File: config.mk
export PLATFORM = sky130hd
export DESIGN_NAME = controlador_display_flat
export DESIGN_NICKNAME = d
export VERILOG_FILES = /design/src/rtl/controlador_display_if.sv /design/src/rtl/controlador_display.sv /design/src/flat_wrapper.sv
export SDC_FILE = /design/constraint.sdc
export NUM_CORES = 1
export LEC_CHECK = 0
export CAP_MARGIN = 20
export CORE_AREA = 4 4 103 105
export CTS_CLUSTER_DIAMETER = 60
export DETAILED_ROUTE_END_ITERATION = 8
export DIE_AREA = 0 0 107 109
export GPL_TIMING_DRIVEN = 1
export SLEW_MARGIN = 20
export SYNTH_ARGS = -nofsm -noshare
export SYNTH_HDL_FRONTEND = slang
export SYNTH_SLANG_ARGS = --single-unit
export TNS_END_PERCENT = 10
File: constraint.sdc
create_clock -name clk -period 4.9 [get_ports clk]
set_input_delay 1.47 -clock clk [delete_from_list [all_inputs] [get_ports clk]]
set_output_delay 1.47 -clock clk [all_outputs]
set_load 0.02 [all_outputs]
File: src/rtl/controlador_display_if.sv
// Bundle of signals between the vending-machine logic and the display scan
// controller. The scan controller sits on the slave side. Its frame data,
// blanking control and blink mask come in. The decoder code, the anode
// enables and the frame marker go out.
interface controlador_display_if #(
  parameter int N_DIGITS = 4
);
  logic                    load;
  logic [4*N_DIGITS-1:0]   data;
  logic                    lz_blank;
  logic [N_DIGITS-1:0]     blink;
  logic [3:0]              code;
  logic [N_DIGITS-1:0]     anodo;
  logic                    frame_start;

  modport master (
    output load, data, lz_blank, blink,
    input  code, anodo, frame_start
  );

  modport slave (
    input  load, data, lz_blank, blink,
    output code, anodo, frame_start
  );
endinterface

File: src/rtl/controlador_display.sv
// Time-multiplexed seven-segment scan controller.
// The controller walks through the digits one slot at a time. At the start of
// each slot it leaves all anodes off for a short guard gap, which prevents
// ghosting. New frames are double-buffered: a load goes into a pending register
// and is copied into the shadow register only at a frame boundary. This keeps
// a frame from tearing. The code register is updated once per slot, so the
// outputs come only from flops.
module controlador_display #(
  parameter int N_DIGITS    = 4,
  parameter int SCAN_DIV    = 1000,
  parameter int GUARD       = 4,
  parameter int BLINK_SLOTS = 128
) (
  input  logic                  clk,
  input  logic                  rst_n,
  controlador_display_if.slave  dsp
);

  localparam int CW = (SCAN_DIV > 1) ? $clog2(SCAN_DIV) : 1;
  localparam int IW = (N_DIGITS > 1) ? $clog2(N_DIGITS) : 1;
  localparam int FW = (BLINK_SLOTS > 1) ? $clog2(BLINK_SLOTS) : 1;
  localparam int DW = 4 * N_DIGITS;

  localparam logic [CW-1:0] LAST_CNT  = CW'(SCAN_DIV - 1);
  localparam logic [CW-1:0] GUARD_CNT = CW'(GUARD);
  localparam logic [IW-1:0] LAST_IDX  = IW'(N_DIGITS - 1);
  localparam logic [FW-1:0] LAST_FRM  = FW'(BLINK_SLOTS - 1);

  typedef enum logic {S_GUARD, S_SHOW} slot_state_t;

  slot_state_t         state, state_next;
  logic [CW-1:0]       cnt, cnt_next;
  logic [IW-1:0]       idx, idx_next;
  logic [FW-1:0]       frm;
  logic                phase, phase_next;
  logic [DW-1:0]       pend_data, shadow_data, shadow_next;
  logic                pend_lz, pend_valid, shadow_lz, lz_next;
  logic                slot_end, frame_end;
  logic [3:0]          code_q;
  logic                frame_start_q;
  logic [N_DIGITS-1:0] anodo_c;

  // Priority: blink-off phase first, then leading-zero blanking, then the raw digit.
  function automatic logic [3:0] effective_code(
    input logic [IW-1:0]       sel,
    input logic [DW-1:0]       digits,
    input logic                lz,
    input logic                ph,
    input logic [N_DIGITS-1:0] blk
  );
    logic upper_zero;
    upper_zero = 1'b1;
    for (int i = 0; i < N_DIGITS; i++) begin
      if (i >= int'(sel) && digits[4*i +: 4] != 4'h0) upper_zero = 1'b0;
    end
    if (blk[sel] && ph) return 4'hF;
    if (lz && sel != '0 && upper_zero) return 4'hF;
    return digits[4*int'(sel) +: 4];
  endfunction

  assign slot_end  = (cnt == LAST_CNT);
  assign frame_end = slot_end && (idx == LAST_IDX);

  // Next-state logic for the slot FSM. The anodes are decoded from the registered state.
  always_comb begin
    cnt_next   = cnt + 1'b1;
    idx_next   = idx;
    state_next = state;
    anodo_c    = '1;
    if (slot_end) begin
      cnt_next = '0;
      idx_next = (idx == LAST_IDX) ? '0 : idx + 1'b1;
    end
    state_next = (cnt_next < GUARD_CNT) ? S_GUARD : S_SHOW;
    if (state == S_SHOW) anodo_c[idx] = 1'b0;
  end

  // Values the shadow and blink phase will take after this edge; the code register looks ahead with them.
  always_comb begin
    shadow_next = shadow_data;
    lz_next     = shadow_lz;
    phase_next  = phase;
    if (frame_end) begin
      if (pend_valid) begin
        shadow_next = pend_data;
        lz_next     = pend_lz;
      end
      if (frm == LAST_FRM) phase_next = ~phase;
    end
  end

  // Slot FSM state, cycle counter within the slot and digit index.
  always_ff @(posedge clk or negedge rst_n) begin
    if (!rst_n) begin
      state <= S_GUARD;
      cnt   <= '0;
      idx   <= '0;
    end else begin
      state <= state_next;
      cnt   <= cnt_next;
      idx   <= idx_next;
    end
  end

  // Frame counter, blink phase and the one-cycle frame marker.
  always_ff @(posedge clk or negedge rst_n) begin
    if (!rst_n) begin
      frm           <= '0;
      phase         <= 1'b0;
      frame_start_q <= 1'b0;
    end else begin
      frame_start_q <= frame_end;
      phase         <= phase_next;
      if (frame_end) frm <= (frm == LAST_FRM) ? '0 : frm + 1'b1;
    end
  end

  // Double buffer: a load on the boundary edge still lets the old pending value reach the shadow.
  always_ff @(posedge clk or negedge rst_n) begin
    if (!rst_n) begin
      pend_data   <= '0;
      pend_lz     <= 1'b0;
      pend_valid  <= 1'b0;
      shadow_data <= '1;
      shadow_lz   <= 1'b0;
    end else begin
      shadow_data <= shadow_next;
      shadow_lz   <= lz_next;
      if (frame_end && pend_valid) pend_valid <= 1'b0;
      if (dsp.load) begin
        pend_data  <= dsp.data;
        pend_lz    <= dsp.lz_blank;
        pend_valid <= 1'b1;
      end
    end
  end

  // The decoder code is latched once per slot for the digit that is about to be scanned.
  always_ff @(posedge clk or negedge rst_n) begin
    if (!rst_n) begin
      code_q <= 4'hF;
    end else if (slot_end) begin
      code_q <= effective_code(idx_next, shadow_next, lz_next, phase_next, dsp.blink);
    end
  end

  assign dsp.code        = code_q;
  assign dsp.anodo       = anodo_c;
  assign dsp.frame_start = frame_start_q;

endmodule
File: src/flat_wrapper.sv
// flat-port wrapper written by rule: the top's interface ports become plain ports
module controlador_display_flat 
#(
  parameter int N_DIGITS    = 4,
  parameter int SCAN_DIV    = 1000,
  parameter int GUARD       = 4,
  parameter int BLINK_SLOTS = 128
)
  (clk, rst_n, dsp_load, dsp_data, dsp_lz_blank, dsp_blink, dsp_code, dsp_anodo, dsp_frame_start);
  controlador_display_if #(.N_DIGITS(N_DIGITS)) dsp_i ();
  input  logic clk;
  input  logic rst_n;
  input wire logic [$bits(dsp_i.load)-1:0] dsp_load;
  input wire logic [$bits(dsp_i.data)-1:0] dsp_data;
  input wire logic [$bits(dsp_i.lz_blank)-1:0] dsp_lz_blank;
  input wire logic [$bits(dsp_i.blink)-1:0] dsp_blink;
  output wire logic [$bits(dsp_i.code)-1:0] dsp_code;
  output wire logic [$bits(dsp_i.anodo)-1:0] dsp_anodo;
  output wire logic [$bits(dsp_i.frame_start)-1:0] dsp_frame_start;
  assign dsp_i.load = dsp_load;
  assign dsp_i.data = dsp_data;
  assign dsp_i.lz_blank = dsp_lz_blank;
  assign dsp_i.blink = dsp_blink;
  assign dsp_code = dsp_i.code;
  assign dsp_anodo = dsp_i.anodo;
  assign dsp_frame_start = dsp_i.frame_start;
  controlador_display #(.N_DIGITS(N_DIGITS), .SCAN_DIV(SCAN_DIV), .GUARD(GUARD), .BLINK_SLOTS(BLINK_SLOTS)) u_core (.clk(clk), .rst_n(rst_n), .dsp(dsp_i));
endmodule
==> results.sh, run 1 <==
export IMPL_startpoint_type="flip-flop"
export IMPL_syn_cell_area_um2=2860
export IMPL_grt_pass1_wl_um=9120
export IMPL_ant_nets=0
export IMPL_yosysTopAreaCell="dfrtp_1"
export IMPL_finalCritPeriodShare_pct=64.8
export IMPL_worst_ep_arrival_time_ns=1.70
export IMPL_synth_most_common_cell="dfrtp_1"
export IMPL_synth_mux_area_share_pct=16.1
export IMPL_root_buffer="clkbuf_8"
export IMPL_yosys_top_cells_area="dfrtp_1 36%, dfstp_2 18%, mux2_2 13%"
export IMPL_dieArea_um2=11700
export IMPL_pin_count=33
export IMPL_worst_setup_path_end_kind="output port"
export IMPL_ctsHoldBuffers=0
export IMPL_clockBufferDepth=2
export IMPL_gr_total_overflow=0
export IMPL_drtIter0Drc=53
export IMPL_cp_max_fo=5
export IMPL_synthFlopType="dfrtp_1"
export IMPL_netlist_instances=229
export IMPL_async_reset_ff_share_pct=100
export IMPL_grtUsageTotal_pct=10.3
export IMPL_cts_buffers=9
export IMPL_drv_cap=0
export IMPL_synth_nets=259
export IMPL_multiInputGateArea_um2=1230
export IMPL_synth_top_family_by_area="multiplexers"
export IMPL_gp_congestion=0.751
export IMPL_dp_cells=390
export IMPL_vdd_drop_max_uv=98.8
export IMPL_cts_htree_levels=3
export IMPL_max_freq_mhz=315
export IMPL_synth_compound_area_share_pct=6.79
export IMPL_slew_violations=0
export IMPL_clkSinkCount=61
export IMPL_status="finished, final reports clean"
export IMPL_leakage_uw=0.00149
export IMPL_io_buffers=32
export IMPL_synth_fa_ha_area_share_pct=2.63
export IMPL_cts_resized=0
export IMPL_yosys_top_cells_count="41 x dfrtp_1, 33 x mux2_2, 24 x nor2_1, 20 x dfstp_2, 17 x nand2_1"
export IMPL_clk_latency_ns=0.34
export IMPL_drc=0
export IMPL_grt_pass1_vias=1874
export IMPL_ys_types=47
export IMPL_dieWidth_um=107
export IMPL_yosysTopAreaCellShare_pct=35.9
export IMPL_cts_tree="done"
export IMPL_powerDensity_nw_per_um2=291
export IMPL_vias_per_cell=4.50
export IMPL_setup_violations=0
export IMPL_drive_above_1_share_pct=31.5
export IMPL_tightest_slew_ns=0.822
export IMPL_path_clk_slew_ns=0.07
export IMPL_totalNegativeSetupSlack_ns=0
export IMPL_final_area_um2=3520
export IMPL_drt_pass1_iterations=4
export IMPL_fin_util_pct=36.5
export IMPL_rows=36
export IMPL_hold_path_class="flip-flop to flip-flop"
export IMPL_place_area_um2=3310
export IMPL_hold_violations=0
export IMPL_fin_nets=298
export IMPL_start_util_pct=29.6
export IMPL_antenna_found_initial=0
export IMPL_rsz0062_at_grt="false"
export IMPL_slew_headroom_pct=45.0
export IMPL_core_um2=9640
export IMPL_avgRoutedWirePerCell_um=13.1
export IMPL_regArea_um2=1550
export IMPL_path_class="flip-flop to output port"
export IMPL_fill_cells=974
export IMPL_synth_edf_count=0
export IMPL_synth_seq_cells=61
export IMPL_fin_skew_ns=0.0129
export IMPL_synthXorXnorAreaFrac_pct=3.07
export IMPL_synth_warnings=0
export IMPL_cts_setup_buffers=0
export IMPL_diodes=0
export IMPL_seq_area_frac_synth_pct=54.3
export IMPL_num_vias=1828
export IMPL_area_growth_pct=23.1
export IMPL_cp_required_ns=3.43
export IMPL_synth_simple_area_share_pct=14.5
export IMPL_routed_wl_um=5340
export IMPL_fin_crit_ns=3.17
export IMPL_syn_avg_cell_area_um2=12.5
export IMPL_layout_cells_non_filler=406
export IMPL_dp_hpwl_um=3970
export IMPL_die_height_um=109
export IMPL_grt_max_degree=36
[final cells by class]
cell class / instances / share of cell area [%]
Clock buffer: 12 / 4.41
Sequential cell: 61 / 44.1
Inverter: 10 / 1.07
Clock inverter: 4 / 1.35
Tap cell: 133 / 4.73
Timing Repair Buffer: 34 / 9.39
Multi-Input combinational cell: 152 / 34.9
[report_power, final]
part / total (µW) / leakage, µW / switching (µW) / internal (µW)
sequential: 528 / 0.000715 / 9.31 / 519
clock: 448 / 0.000102 / 187 / 261
combinational: 47.4 / 0.000670 / 17.7 / 29.8
[metal layers]
layer  GRT usage (%)  up-vias  share of wire, %
li1                -      890                 -
met1            13.4      897                49
met2            15.1       33                44
met3            3.67        8               4.9
met4            5.48        0               1.9
met5               0        -                 0
[cells in the final DEF (no fill, tap or decap), drive strengths merged, types with 6 or more instances in the layout]
master	synthesis	layout
ha	6	6
mux2	34	34
clkdlybuf4s50	0	31
dfrtp	41	41
nor2	26	26
dfstp	20	20
clkbuf	3	12
nand2	17	17
nor3	8	8
inv	9	9
o21ai	7	7
[worst max-delay path, stage by stage, from the launching register on]
cell and delay [ns]:
dfrtp_1 0.42, ha_1 0.28, nand2_1 0.08, clkdlybuf4s50_1 0.59
[through the flow]
step	power (µW)	hold WS [ns]	setup WS, ns
final	1020	0.469	1.73
after global routing	1070	0.508	1.57
after CTS	1040	0.477	1.69
after detailed placement	587	0.466	1.79
after global placement	585	0.462	1.81
after floorplan	551	0.442	2.29
[flip-flops by register name, indices dropped and copies added (netlist names)]
name and cells:
u_core.shadow_data 16, u_core.idx 2, u_core.pend_data 16, u_core.state 1
u_core.shadow_lz 1, u_core.phase 1, u_core.pend_valid 1, u_core.pend_lz 1
u_core.frm 7, u_core.dsp.code 4, u_core.dsp.frame_start 1, u_core.cnt 10
[final timing paths]
path	startpoint	endpoint	slack, ns	depth (start not counted)
hold / removal	u_core.frm[6]	u_core.frm[6]	0.47	1
setup / recovery	u_core.idx[0]	dsp_anodo[3]	1.73	3
min in group asynchronous	rst_n	u_core.cnt[5]	1.13	1
max in group asynchronous	rst_n	u_core.shadow_data[11]	2.88	2
setup reg to reg	u_core.cnt[0]	u_core.dsp.code[1]	1.80	8
hold reg to reg	u_core.frm[6]	u_core.frm[6]	0.47	1
[cells by family (layout without fill, tap and decap cells)]
logic type | after synthesis | after routing
compound gates | 23 | 23
xor+xnor | 10 | 10
fa+ha+maj | 6 | 6
buf+inv | 16 | 60
flops | 61 | 61
mux | 40 | 40
simple gates | 73 | 73
Note: power is estimated with default switching activity, not from simulation.
==> inputs of run 2 (changes only) <==
clock period = 3.3 ns   (was 4.9 ns; I/O delays follow)
==> results.sh, run 2 (synthesized netlist as in run 1, its figures left out) <==
export IMPL_cpPeakStageDelay_ns=0.59
export IMPL_drc=0
export IMPL_slew_headroom_pct=39.5
export IMPL_crit_path_top_delay_cell="clkdlybuf4s50_1"
export IMPL_cp_cell_sequence="ha_1, nand2_1, clkdlybuf4s50_1"
export IMPL_fin_crit_ns=2.73
export IMPL_max_freq_mhz=366
export IMPL_hold_path_class="flip-flop to flip-flop"
export IMPL_reg_top3="u_core.pend_data: 16 flops, u_core.shadow_data: 16 flops, u_core.cnt: 10 flops"
export IMPL_grt_max_degree=36
export IMPL_vdd_drop_max_uv=151
export IMPL_slew_violations=0
export IMPL_drt_met1_wl_um=2700
export IMPL_final_common_cell="dfrtp_1"
export IMPL_diodes=0
export IMPL_dp_hpwl_um=4280
export IMPL_rows=36
export IMPL_num_vias=1854
export IMPL_drive_above_1_share_pct=32.4
export IMPL_path_class="flip-flop to output port"
export IMPL_fin_nets=300
export IMPL_cts_htree_levels=3
export IMPL_ant_nets=0
export IMPL_leakage_uw=0.00149
export IMPL_clk_latency_ns=0.33
export IMPL_route_met2_wl_um=2530
export IMPL_final_cell_mix="41 x dfrtp_1, 33 x mux2_2, 31 x clkdlybuf4s50_1"
export IMPL_area_growth_pct=24.0
export IMPL_fill_cells=988
export IMPL_cts_setup_buffers=0
export IMPL_routed_wl_um=5660
export IMPL_cts_resized=0
export IMPL_grt_pass1_vias=1934
export IMPL_ctsHoldBuffers=0
export IMPL_hold_violations=0
export IMPL_cp_required_ns=2.31
export IMPL_dieWidth_um=107
export IMPL_gp_congestion=0.873
export IMPL_drtIter0Drc=54
export IMPL_highest_layer="met4"
export IMPL_vias_per_cell=4.54
export IMPL_startpoint_type="flip-flop"
export IMPL_drt_pass1_iterations=4
export IMPL_fin_skew_ns=0.00703
export IMPL_grtUsageTotal_pct=10.6
export IMPL_gr_total_overflow=0
export IMPL_die_height_um=109
export IMPL_antenna_found_initial=0
export IMPL_rsz0062_at_grt="false"
export IMPL_grt_pass1_wl_um=9510
export IMPL_dieArea_um2=11700
export IMPL_worst_ep_arrival_time_ns=1.74
export IMPL_pin_count=33
export IMPL_root_buffer="clkbuf_8"
export IMPL_fin_util_pct=36.7
export IMPL_drv_cap=0
export IMPL_cts_buffers=9
export IMPL_setup_violations=0
export IMPL_dr_wl_met3_um=330
export IMPL_clockBufferDepth=2
export IMPL_worst_setup_path_end_kind="output port"
export IMPL_totalNegativeSetupSlack_ns=0
export IMPL_finalCritPeriodShare_pct=82.8
export IMPL_tightest_slew_ns=0.905
export IMPL_start_util_pct=29.6
export IMPL_cp_max_fo=5
export IMPL_path_clk_slew_ns=0.07
export IMPL_powerDensity_nw_per_um2=428
export IMPL_clkSinkCount=61
export IMPL_core_um2=9640
export IMPL_io_buffers=32
export IMPL_avgRoutedWirePerCell_um=13.9
export IMPL_status="finished, final reports clean"
export IMPL_cts_tree="done"
==> run 2: cell types whose count changed in the layout (fill, tap and decap cells not counted) <==
| cell | previous run | this run |
|---|---|---|
| clkbuf_1 | 1 | 0 |
| buf_12 | 0 | 1 |
| clkbuf_8 | 11 | 10 |
| clkinvlp_4 | 1 | 3 |
| buf_4 | 2 | 3 |
==> run 2: cell type report <==
type / count / area (µm²) / share of cell area, %
inverter: 10 / 37.5 / 1.06
clock buffer: 10 / 138 / 3.89
multi-input combinational: 152 / 1230 / 34.7
tap: 133 / 166 / 4.70
sequential: 61 / 1550 / 43.8
clock inverter: 6 / 62.6 / 1.77
timing repair buffer: 36 / 358 / 10.1
==> run 2: critical path, delay by kind of cell (launching register included) <==
family / cells / cell delay [ns]
fa+ha+maj: 1 / 0.30
buf+inv: 1 / 0.59
flops: 1 / 0.44
simple gates: 1 / 0.08
==> run 2: path summary, 6_finish.rpt <==
| kind | start | to | slack, ns | cells past startpoint |
|---|---|---|---|---|
| worst max-delay path | u_core.idx[0] | dsp_anodo[3] | 0.57 | 3 |
| worst min-delay path | u_core.frm[6] | u_core.frm[6] | 0.48 | 1 |
| worst max register to register | u_core.cnt[0] | u_core.dsp.code[3] | 0.60 | 9 |
| worst min register to register | u_core.frm[6] | u_core.frm[6] | 0.48 | 1 |
| max in group asynchronous | rst_n | u_core.shadow_data[8] | 1.96 | 2 |
| min in group asynchronous | rst_n | u_core.cnt[3] | 0.67 | 1 |
==> run 2: routing by layer <==
layer  global-route usage [%]  vias up
li1                         -      890
met1                     13.8      908
met2                     15.9       45
met3                     3.37       11
met4                     5.21        0
met5                        0        -
==> run 2: report_power, final <==
group	total [µW]	leakage [µW]	switching, µW	internal [µW]
registers	783	0.000715	13.4	770
clock network	659	0.0000943	293	366
logic	73.9	0.000685	27.2	46.6
==> run 2: metrics by stage <==
step | area (µm²) | hold slack (ns) | worst slack [ns] | std cells | total power (µW)
after floorplan | 2860 | 0.442 | 1.04 | 229 | 819
after global placement | 3340 | 0.455 | 0.703 | 392 | 871
after detailed placement | 3340 | 0.475 | 0.626 | 392 | 873
after CTS | 3540 | 0.485 | 0.554 | 408 | 1540
after global routing | 3540 | 0.490 | 0.455 | 408 | 1580
final | 3540 | 0.481 | 0.569 | 408 | 1520
==> inputs of run 3 (changes only) <==
clock period = 2.3 ns   (was 3.3 ns; I/O delays follow)
==> results.sh, run 3 (synthesized netlist as in run 1, its figures left out) <==
export IMPL_status="finished, final reports clean"
export IMPL_combPwrFrac_pct=5.2
export IMPL_grtUsageMet2_pct=16.2
export IMPL_cp_common_cell="and3_4"
export IMPL_final_common_cell="dfrtp_1"
export IMPL_cp_required_ns=2.51
export IMPL_fin_nets=321
export IMPL_diodes=0
export IMPL_slew_violations=0
export IMPL_crit_path_top_delay_cell="or4_1"
export IMPL_tightest_slew_ns=0.334
export IMPL_clockBufferDepth=2
export IMPL_cp_cell_sequence="ha_4, buf_4, and3_4, and3_4, o21bai_1, a22o_1, or4_1, or3_1"
export IMPL_grtUsageMet1_pct=14.1
export IMPL_path_clk_slew_ns=0.07
export IMPL_area_growth_pct=32.2
export IMPL_cts_htree_levels=3
export IMPL_max_freq_mhz=436
export IMPL_setup_violations=0
export IMPL_cp_max_fo=3
export IMPL_drtIter0Drc=53
export IMPL_critPathBufInv=1
export IMPL_drive_above_1_share_pct=39.5
export IMPL_sw_frac_of_total_pct=22.1
export IMPL_cts_buffers=9
export IMPL_finalCritPeriodShare_pct=99.6
export IMPL_clkSinkCount=61
export IMPL_clkPwrFrac_pct=40.7
export IMPL_rsz0062_at_grt="true"
export IMPL_use_met3_pct=4.14
export IMPL_pin_count=33
export IMPL_ant_nets=0
export IMPL_dp_hpwl_um=4120
export IMPL_p_switching_uw=458
export IMPL_r2r_end="u_core.state"
export IMPL_final_cell_mix="41 x dfrtp_1, 33 x mux2_2, 27 x clkdlybuf4s50_1"
export IMPL_die_height_um=109
export IMPL_worst_ep_arrival_time_ns=2.50
export IMPL_antenna_found_initial=0
export IMPL_layout_cells_non_filler=429
export IMPL_powerDensity_nw_per_um2=551
export IMPL_seqPwrFrac_pct=54.1
export IMPL_clk_latency_ns=0.33
export IMPL_startpoint_type="flip-flop"
export IMPL_totalNegativeSetupSlack_ns=0
export IMPL_grt_pass1_vias=2034
export IMPL_reg2reg_from="u_core.cnt[1]"
export IMPL_fin_crit_ns=2.29
export IMPL_rrSetupSlack_ns=0.009
export IMPL_hold_violations=0
export IMPL_grtUsageTotal_pct=10.8
export IMPL_path_class="flip-flop to flip-flop"
export IMPL_drv_cap=0
export IMPL_cpPeakStageDelay_ns=0.52
export IMPL_dieWidth_um=107
export IMPL_root_buffer="clkbuf_8"
export IMPL_hold_path_class="input pin to asynchronous set/reset pin"
export IMPL_p_int_uw=1620
export IMPL_routed_wl_um=5720
export IMPL_ctsHoldBuffers=0
export IMPL_critical_path_top_delay_family="simple AND/OR/NAND/NOR gates"
export IMPL_cts_setup_buffers=0
export IMPL_avgRoutedWirePerCell_um=13.3
export IMPL_grt_busiest_layer="met2"
export IMPL_leakage_uw=0.00160
export IMPL_fin_skew_ns=0.00852
export IMPL_slew_headroom_pct=77.7
export IMPL_num_vias=1951
export IMPL_worst_setup_path_end_kind="flip-flop"
export IMPL_reg_top3="u_core.pend_data: 16 flops, u_core.shadow_data: 16 flops, u_core.cnt: 10 flops"
export IMPL_drt_pass1_iterations=4
export IMPL_cts_tree="done"
export IMPL_vdd_drop_max_uv=255
export IMPL_critical_path_depth=8
export IMPL_grt_pass1_wl_um=9680
export IMPL_io_buffers=32
export IMPL_dp_cells=413
export IMPL_gr_total_overflow=0
export IMPL_core_um2=9640
export IMPL_drc=0
export IMPL_dieArea_um2=11700
export IMPL_grt_max_degree=62
export IMPL_gp_congestion=0.757
export IMPL_rows=36
export IMPL_ff2ff_path_depth=8
export IMPL_start_util_pct=29.6
export IMPL_vias_per_cell=4.55
## run 3: cell types whose count changed in the layout (fill, tap and decap cells not counted), moves of 3 or more
cell | previous run | this run
mux2i_1 | 5 | 2
clkinvlp_4 | 3 | 0
buf_4 | 3 | 22
clkdlybuf4s50_1 | 31 | 27
clkbuf_1 | 0 | 3
dlygate4sd2_1 | 0 | 3
## run 3: timing repair
action / in CTS / in global routing
gates resized for setup: 6 / 13
pin swaps: 2 / 4
setup endpoints to repair: 9 / 6
## run 3: worst max-delay path by stage
stage,startpoint,end,slack [ns]
3_5_place_dp,u_core.cnt[0],u_core.state,-0.06
4_1_cts,u_core.cnt[0],u_core.state,-0.07
3_3_place_gp,u_core.cnt[0],u_core.state,-0.02
2_1_floorplan,u_core.cnt[0],u_core.dsp.code[0],0.04
5_1_grt,u_core.cnt[1],u_core.state,-0.08
6_report,u_core.cnt[1],u_core.state,0.009
## run 3: metrics by stage
stage                     cell area, µm²  util (%)  total power [µW]  hold WS (ns)  worst slack, ns
after CTS                           3710      38.5              2120         0.354          -0.0748
after global placement              3520      36.6              1250         0.460          -0.0160
final                               3780      39.2              2080         0.348          0.00880
after global routing                3780      39.2              2180         0.376          -0.0830
after detailed placement            3520      36.6              1260         0.467          -0.0638
after floorplan                     2860         -              1170         0.394           0.0417
## run 3: metal layers
| metal | share of wire (%) | vias to the layer above |
|---|---|---|
| met5 | 0 | - |
| li1 | - | 932 |
| met2 | 46 | 35 |
| met3 | 5.5 | 5 |
| met1 | 48 | 979 |
| met4 | 1.0 | 0 |
## run 3: cell type report
type	instances	area [µm²]
fill	976	5860
clock buffer	14	163
inverter	10	37.5
tap	133	166
clock inverter	2	10.0
multi-input combinational	152	1310
sequential	61	1550
timing repair buffer	57	539
## run 3: worst register-to-register path, cell delays in order (launching register included)
cell and delay, ns:
dfrtp_1 0.39, ha_4 0.16, buf_4 0.11, and3_4 0.19
and3_4 0.21, o21bai_1 0.06, a22o_1 0.22, or4_1 0.52
or3_1 0.31
## run 3: power groups by stage
stage / clock (µW) / sequential [µW] / combinational, µW
6_report: 846 / 1130 / 107
5_1_grt: 928 / 1130 / 119
4_1_cts: 882 / 1130 / 111
3_5_place_dp: 0 / 1140 / 111
3_3_place_gp: 0 / 1140 / 109
2_1_floorplan: 0 / 1140 / 39.7
